$ cat src/rtl/line_follow_ctrl_if.sv
// Command/sensor inputs and motor/status outputs of the line follower.
// The controller is the slave; whoever drives sens/en is the master.
interface line_follow_ctrl_if #(
  parameter int NSENS  = 5,
  parameter int DUTY_W = 14,
  parameter int CNT_W  = 3
);
  logic              en;
  logic              rev_req;
  logic [CNT_W-1:0]  target;
  logic [NSENS-1:0]  sens;
  logic [DUTY_W-1:0] duty_l;
  logic [DUTY_W-1:0] duty_r;
  logic              in1;
  logic              in2;
  logic              in3;
  logic              in4;
  logic [CNT_W-1:0]  count;
  logic              done;
  logic              lost;
  logic [2:0]        state;

  modport master (
    output en, rev_req, target, sens,
    input  duty_l, duty_r,
    input  in1, in2, in3, in4,
    input  count, done, lost, state
  );

  modport slave (
    input  en, rev_req, target, sens,
    output duty_l, duty_r,
    output in1, in2, in3, in4,
    output count, done, lost, state
  );
endinterface

$ cat src/rtl/line_follow_ctrl.sv
// Line-following robot controller: steering, debounced intersection
// counting, lost-line search and 180-degree turn, all outputs registered.
module line_follow_ctrl #(
  parameter int NSENS   = 5,
  parameter int DUTY_W  = 14,
  parameter int CNT_W   = 3,
  parameter int DEB_CYC = 16,
  parameter int BASE    = 'h1400,
  parameter int STEP    = 'h0400,
  parameter int LOST_TO = 1024
) (
  input  logic              clk,
  input  logic              rst,
  line_follow_ctrl_if.slave bus
);
  localparam logic [2:0] S_IDLE    = 3'd0;
  localparam logic [2:0] S_FOLLOW  = 3'd1;
  localparam logic [2:0] S_CROSS   = 3'd2;
  localparam logic [2:0] S_SEARCH  = 3'd3;
  localparam logic [2:0] S_REVERSE = 3'd4;
  localparam logic [2:0] S_STOP    = 3'd5;

  localparam int MID  = NSENS / 2;
  localparam int DW   = $clog2(DEB_CYC + 1);
  localparam int TW   = (LOST_TO > 2) ? $clog2(LOST_TO) : 1;
  localparam int DMAX = (1 << DUTY_W) - 1;

  localparam logic [DW-1:0] DEB  = DW'(DEB_CYC);
  localparam logic [TW-1:0] TLIM = TW'(LOST_TO - 1);

  function automatic int pop(
    input logic [NSENS-1:0] v,
    input int               lo,
    input int               hi
  );
    int n;
    n = 0;
    for (int i = lo; i <= hi; i++) n += int'(v[i]);
    return n;
  endfunction

  function automatic logic [DUTY_W-1:0] sat(input int v);
    if (v < 0) return '0;
    if (v > DMAX) return DUTY_W'(DMAX);
    return DUTY_W'(v);
  endfunction

  logic [NSENS-1:0]  s_q;
  logic [2:0]        st;
  logic [2:0]        st_n;
  logic [DW-1:0]     one_cnt;
  logic [DW-1:0]     one_n;
  logic [DW-1:0]     nz_cnt;
  logic [DW-1:0]     nz_n;
  logic [TW-1:0]     tmr;
  logic [TW-1:0]     tmr_n;
  logic              last_dir;
  logic              last_n;
  logic              rev_ph;
  logic              rev_ph_n;
  logic [CNT_W-1:0]  cnt_n;
  logic              done_n;
  logic              lost_n;
  logic [DUTY_W-1:0] dl_n;
  logic [DUTY_W-1:0] dr_n;
  logic [3:0]        dir_n;
  logic              all1;
  logic              any1;
  int                err;

  assign all1      = &s_q;
  assign any1      = |s_q;
  assign bus.state = st;

  always_comb begin
    err = pop(s_q, MID + 1, NSENS - 1) - pop(s_q, 0, MID - 1);
  end

  // Run-length counters saturate so a long run keeps reporting "reached".
  always_comb begin
    one_n = '0;
    nz_n  = '0;
    if (all1) begin
      one_n = (one_cnt == DEB) ? DEB : one_cnt + DW'(1);
    end else begin
      nz_n = (nz_cnt == DEB) ? DEB : nz_cnt + DW'(1);
    end
  end

  always_comb begin
    st_n     = st;
    cnt_n    = bus.count;
    done_n   = bus.done;
    lost_n   = bus.lost;
    tmr_n    = tmr;
    last_n   = last_dir;
    rev_ph_n = rev_ph;
    if (st == S_FOLLOW && err != 0) last_n = (err > 0);
    if (!bus.en) begin
      st_n = S_IDLE;
    end else begin
      unique case (st)
        S_IDLE: begin
          st_n   = S_FOLLOW;
          cnt_n  = '0;
          done_n = 1'b0;
          lost_n = 1'b0;
        end
        S_FOLLOW: begin
          if (one_n == DEB) begin
            cnt_n = bus.count + 1'b1;
            if (bus.target != '0 &&
                cnt_n == bus.target) begin
              st_n   = S_STOP;
              done_n = 1'b1;
            end else begin
              st_n = S_CROSS;
            end
          end else if (bus.rev_req) begin
            st_n     = S_REVERSE;
            rev_ph_n = 1'b0;
          end else if (!any1) begin
            st_n  = S_SEARCH;
            tmr_n = '0;
          end
        end
        S_CROSS: begin
          if (nz_n == DEB) st_n = S_FOLLOW;
        end
        S_SEARCH: begin
          if (any1) begin
            st_n = S_FOLLOW;
          end else if (tmr == TLIM) begin
            st_n   = S_STOP;
            lost_n = 1'b1;
          end else begin
            tmr_n = tmr + TW'(1);
          end
        end
        S_REVERSE: begin
          // First leave the line with the centre sensor, then reacquire it.
          if (!rev_ph) begin
            if (!s_q[MID]) rev_ph_n = 1'b1;
          end else if (s_q[MID]) begin
            st_n = S_FOLLOW;
          end
        end
        S_STOP: begin
          st_n = S_STOP;
        end
        default: begin
          st_n = S_IDLE;
        end
      endcase
    end
  end

  always_comb begin
    dl_n  = '0;
    dr_n  = '0;
    dir_n = 4'b0000;
    unique case (st_n)
      S_FOLLOW: begin
        dl_n  = sat(BASE - err * STEP);
        dr_n  = sat(BASE + err * STEP);
        dir_n = 4'b0110;
      end
      S_CROSS: begin
        dl_n  = sat(BASE);
        dr_n  = sat(BASE);
        dir_n = 4'b0110;
      end
      S_SEARCH: begin
        dl_n  = sat(BASE);
        dr_n  = sat(BASE);
        dir_n = last_n ? 4'b0101 : 4'b1010;
      end
      S_REVERSE: begin
        dl_n  = sat(BASE);
        dr_n  = sat(BASE);
        dir_n = 4'b1010;
      end
      default: begin
        dl_n  = '0;
        dr_n  = '0;
        dir_n = 4'b0000;
      end
    endcase
  end

  always_ff @(posedge clk or posedge rst) begin
    if (rst) begin
      s_q        <= '0;
      st         <= S_IDLE;
      one_cnt    <= '0;
      nz_cnt     <= '0;
      tmr        <= '0;
      last_dir   <= 1'b0;
      rev_ph     <= 1'b0;
      bus.count  <= '0;
      bus.done   <= 1'b0;
      bus.lost   <= 1'b0;
      bus.duty_l <= '0;
      bus.duty_r <= '0;
      bus.in1    <= 1'b0;
      bus.in2    <= 1'b0;
      bus.in3    <= 1'b0;
      bus.in4    <= 1'b0;
    end else begin
      s_q        <= bus.sens;
      st         <= st_n;
      one_cnt    <= one_n;
      nz_cnt     <= nz_n;
      tmr        <= tmr_n;
      last_dir   <= last_n;
      rev_ph     <= rev_ph_n;
      bus.count  <= cnt_n;
      bus.done   <= done_n;
      bus.lost   <= lost_n;
      bus.duty_l <= dl_n;
      bus.duty_r <= dr_n;
      bus.in1    <= dir_n[3];
      bus.in2    <= dir_n[2];
      bus.in3    <= dir_n[1];
      bus.in4    <= dir_n[0];
    end
  end
endmodule

$ cat src/flat_wrapper.sv
// flat-port wrapper written by rule: the top's interface ports become plain ports
module line_follow_ctrl_flat 
#(
  parameter int NSENS   = 5,
  parameter int DUTY_W  = 14,
  parameter int CNT_W   = 3,
  parameter int DEB_CYC = 16,
  parameter int BASE    = 'h1400,
  parameter int STEP    = 'h0400,
  parameter int LOST_TO = 1024
)
  (clk, rst, bus_en, bus_rev_req, bus_target, bus_sens, bus_duty_l, bus_duty_r, bus_in1, bus_in2, bus_in3, bus_in4, bus_count, bus_done, bus_lost, bus_state);
  line_follow_ctrl_if #(.NSENS(NSENS), .DUTY_W(DUTY_W), .CNT_W(CNT_W)) bus_i ();
  input  logic clk;
  input  logic rst;
  input wire logic [$bits(bus_i.en)-1:0] bus_en;
  input wire logic [$bits(bus_i.rev_req)-1:0] bus_rev_req;
  input wire logic [$bits(bus_i.target)-1:0] bus_target;
  input wire logic [$bits(bus_i.sens)-1:0] bus_sens;
  output wire logic [$bits(bus_i.duty_l)-1:0] bus_duty_l;
  output wire logic [$bits(bus_i.duty_r)-1:0] bus_duty_r;
  output wire logic [$bits(bus_i.in1)-1:0] bus_in1;
  output wire logic [$bits(bus_i.in2)-1:0] bus_in2;
  output wire logic [$bits(bus_i.in3)-1:0] bus_in3;
  output wire logic [$bits(bus_i.in4)-1:0] bus_in4;
  output wire logic [$bits(bus_i.count)-1:0] bus_count;
  output wire logic [$bits(bus_i.done)-1:0] bus_done;
  output wire logic [$bits(bus_i.lost)-1:0] bus_lost;
  output wire logic [$bits(bus_i.state)-1:0] bus_state;
  assign bus_i.en = bus_en;
  assign bus_i.rev_req = bus_rev_req;
  assign bus_i.target = bus_target;
  assign bus_i.sens = bus_sens;
  assign bus_duty_l = bus_i.duty_l;
  assign bus_duty_r = bus_i.duty_r;
  assign bus_in1 = bus_i.in1;
  assign bus_in2 = bus_i.in2;
  assign bus_in3 = bus_i.in3;
  assign bus_in4 = bus_i.in4;
  assign bus_count = bus_i.count;
  assign bus_done = bus_i.done;
  assign bus_lost = bus_i.lost;
  assign bus_state = bus_i.state;
  line_follow_ctrl #(.NSENS(NSENS), .DUTY_W(DUTY_W), .CNT_W(CNT_W), .DEB_CYC(DEB_CYC), .BASE(BASE), .STEP(STEP), .LOST_TO(LOST_TO)) u_core (.clk(clk), .rst(rst), .bus(bus_i));
endmodule
$ cat config.mk
export PLATFORM = sky130hd
export DESIGN_NAME = line_follow_ctrl_flat
export DESIGN_NICKNAME = d
export VERILOG_FILES = /design/src/rtl/line_follow_ctrl_if.sv /design/src/rtl/line_follow_ctrl.sv /design/src/flat_wrapper.sv
export SDC_FILE = /design/constraint.sdc
export NUM_CORES = 1
export LEC_CHECK = 0
export ABC_CLOCK_PERIOD_IN_PS = 4700
export BUFFER_PORTS_ARGS = -buffer_cell sky130_fd_sc_hd__buf_4
export CAP_MARGIN = 30
export CELL_PAD_IN_SITES_DETAIL_PLACEMENT = 1
export CELL_PAD_IN_SITES_GLOBAL_PLACEMENT = 2
export CORE_MARGIN = 2
export CORE_UTILIZATION = 37
export CTS_CLUSTER_DIAMETER = 60
export CTS_CLUSTER_SIZE = 14
export DETAILED_ROUTE_END_ITERATION = 10
export MAX_ROUTING_LAYER = met4
export PLACE_DENSITY = 0.86
export SLEW_MARGIN = 0
export SYNTH_ARGS = -nofsm -noshare
export SYNTH_HDL_FRONTEND = slang
export SYNTH_SLANG_ARGS = --single-unit
$ cat constraint.sdc
create_clock -name clk -period 4.7 [get_ports clk]
set_clock_uncertainty 0.1 [all_clocks]
set_input_delay 0.94 -clock clk [delete_from_list [all_inputs] [get_ports clk]]
set_output_delay 0.94 -clock clk [all_outputs]
set_load 0.02 [all_outputs]
==> flow_summary.json <==
{
  "status": "finished, final reports clean",
  "die_area_um2": 8040,
  "rows": 31,
  "gp_congestion": 0.781,
  "cts_hold_buf": 0,
  "hp-class": "reg2reg",
  "power-per-cell-area_nw_per_um2": 349,
  "die_h_um": 89.7,
  "ant_nets": 0,
  "layout.nets": 341,
  "area_growth_syn_to_layout_pct": 17.0,
  "antenna_cells": 0,
  "power_frac_clock_pct": 23.5,
  "drive_above_1_share_pct": 22.9,
  "mostFrequentLayoutCells": "buf_4, dfrtp_1, inv_1",
  "cts_tree": "done",
  "max-clock-path-buffers": 2,
  "crit_end": "u_core.bus.duty_l[12]",
  "die_w_um": 89.7,
  "dr.pass1.iters": 2,
  "instances_no_fill": 413,
  "worstMarginPinSlew_ps": 834,
  "drc": 0,
  "post_cts_resized": 0,
  "timing.fmax_mhz": 343,
  "internal_power_uw": 728,
  "rsz0062_at_grt": "no",
  "cts_setup_buffers": 0,
  "first_iter_violations": 93,
  "cp_max_fo": 11,
  "io_pins": 52,
  "fin_crit_sh_pct": 62.0,
  "clk_latency_ps": 310,
  "hpwlAfterDp_um": 4610,
  "vias": 2043,
  "max-vdd-ir-drop_mv": 0.123,
  "hold_viol": 0,
  "cp-end-kind": "flop",
  "avgSynthCellArea_um2": 9.84,
  "worst_slack_ps": 1790,
  "numClockSinks": 48,
  "fin_tns_setup_ps": 0,
  "yosysSeqAreaShare_pct": 44.2,
  "wire_per_inst_um": 14.9,
  "relSlewSlack_pct": 44.0,
  "grt_pass1_wl_um": 10300,
  "r2r_cells": 6,
  "wirelength_um": 6170,
  "final_common_cell": "buf_4",
  "fillerInstances": 838,
  "fp.coreArea_um2": 7180,
  "maxCapViolCount": 0,
  "synth_edf_count": 0,
  "p_switching_uw": 382,
  "ctsRootBufferMaster": "clkbuf_8",
  "fin_crit_ps": 2910,
  "yosysWarnings": 0,
  "r2r_setup_slack_ps": 1790,
  "cts_inserted_buffers": 5,
  "htreeDepth": 2,
  "grtUsageTotal_pct": 17.2,
  "start_kind": "flop",
  "grt_pass1_vias": 2070,
  "critical_path_required_ps": 4820,
  "initial_core_util_pct": 37.9,
  "synth_ff_type": "dfrtp_1",
  "synth_seq_cells": 48,
  "grt_max_degree": 30,
  "pre_cts_ws_ps": 1660,
  "finalSetupViolCount": 0,
  "r2r-end": "u_core.bus.duty_l[12]",
  "antenna_found_initial": 0,
  "path_class": "reg2reg",
  "sw_frac_of_total_pct": 34.4,
  "synth_cell_type_count": 53,
  "synth-async-reset-ratio_pct": 100,
  "worstSetupStartpoint": "u_core.bus.state[1]",
  "port_buffers": 51,
  "syn_area_um2": 2720,
  "drv_slew": 0,
  "whs_path_depth": 2,
  "power.leakage_nw": 1.52,
  "via_per_inst": 4.95,
  "synth_cells": 276,
  "clkTransAtPathRegs_ps": 90,
  "dp_cells": 405,
  "pwr-share-comb_pct": 29.0,
  "r2r-start": "u_core.bus.state[1]",
  "overflow": 0,
  "pwr-share-seq_pct": 47.5,
  "arrival_ps": 3030
}
## Yosys cell counts, drive strengths merged (3+ instances only)
cell type | n | share of area [%]
nand4 | 8 | 2.4
xor2 | 12 | 3.9
nand2 | 13 | 1.8
o211ai | 3 | 0.83
inv | 28 | 3.9
nand3 | 10 | 1.8
buf | 23 | 6.1
o21ai | 8 | 1.6
ha | 15 | 6.9
and2 | 10 | 2.3
nor4 | 3 | 0.69
nand2b | 5 | 1.2
xnor2 | 6 | 1.9
nor2 | 25 | 3.5
nor3 | 9 | 1.7
dfrtp | 48 | 44
a21oi | 10 | 1.8
## critical path, stage by stage (launching register included)
cell	delay, ps
dfrtp_1	590
inv_1	190
nor4_1	590
nor2_1	190
a211oi_2	290
or4b_1	640
o211ai_1	240
## flip-flops by register name (all words and copies together) (netlist names)
| name | cells |
|---|---|
| u_core.bus.count | 3 |
| u_core.bus.done | 1 |
| u_core.bus.duty_l | 4 |
| u_core.bus.duty_r | 5 |
| u_core.bus.in1 | 1 |
| u_core.bus.in2 | 1 |
| u_core.bus.in3 | 1 |
| u_core.bus.in4 | 1 |
| u_core.bus.lost | 1 |
| u_core.bus.state | 3 |
| u_core.last_dir | 1 |
| u_core.nz_cnt | 5 |
| u_core.one_cnt | 5 |
| u_core.rev_ph | 1 |
| u_core.s_q | 5 |
| u_core.tmr | 10 |
## power groups by stage
| stage | combinational, mW | clock [mW] | sequential (mW) |
|---|---|---|---|
| 2_1_floorplan | 0.202 | 0 | 0.547 |
| 3_3_place_gp | 0.311 | 0 | 0.533 |
| 3_5_place_dp | 0.324 | 0 | 0.534 |
| 4_1_cts | 0.328 | 0.274 | 0.528 |
| 5_1_grt | 0.359 | 0.290 | 0.540 |
| 6_report | 0.322 | 0.261 | 0.527 |
## kinds of logic after synthesis
kind of cell / share of synthesized area (%)
other cells: 0.276
simple gates: 20.9
fa+ha+maj: 7.65
flops: 44.2
compound gates: 10.3
mux: 0.783
xor+xnor: 5.80
buf+inv: 10.1
## metrics by stage
| stage | instance area (µm²) | hold WS, ps | total power [mW] | util, % |
|---|---|---|---|---|
| finish | 3180 | 418 | 1.11 | 44.3 |
| global route | 3180 | 471 | 1.19 | 44.3 |
| CTS | 3180 | 428 | 1.13 | 44.3 |
| detailed placement | 3090 | 408 | 0.858 | 43.0 |
| global placement | 3070 | 399 | 0.845 | 42.7 |
| floorplan | 2720 | 392 | 0.749 | - |
## worst min-delay path by stage
stage / slack (ps) / start / endpoint
after floorplan: 390 / u_core.nz_cnt[0] / u_core.nz_cnt[0]
after global placement: 400 / u_core.bus.done / u_core.bus.done
after detailed placement: 410 / u_core.bus.lost / u_core.bus.lost
after CTS: 430 / u_core.bus.lost / u_core.bus.lost
after global routing: 470 / u_core.bus.lost / u_core.bus.lost
final: 420 / u_core.bus.lost / u_core.bus.lost
## per-layer routing
layer | track usage [%] | wire length (µm)
met5 | - | 0
met4 | 5.29 | 95
met3 | 2.56 | 179
met2 | 28.3 | 3070
met1 | 22.0 | 2830
## area by class of cell
type,instances,area (µm²),area share (%)
clock inverters,1,7.51,0.236
clock buffers,7,86.3,2.72
inverters,28,105,3.31
repair buffers,53,410,12.9
multi-input cells,177,1240,39.2
flip-flops and latches,48,1200,37.8
well taps,99,124,3.90
Power figures use the tool's default switching activity.
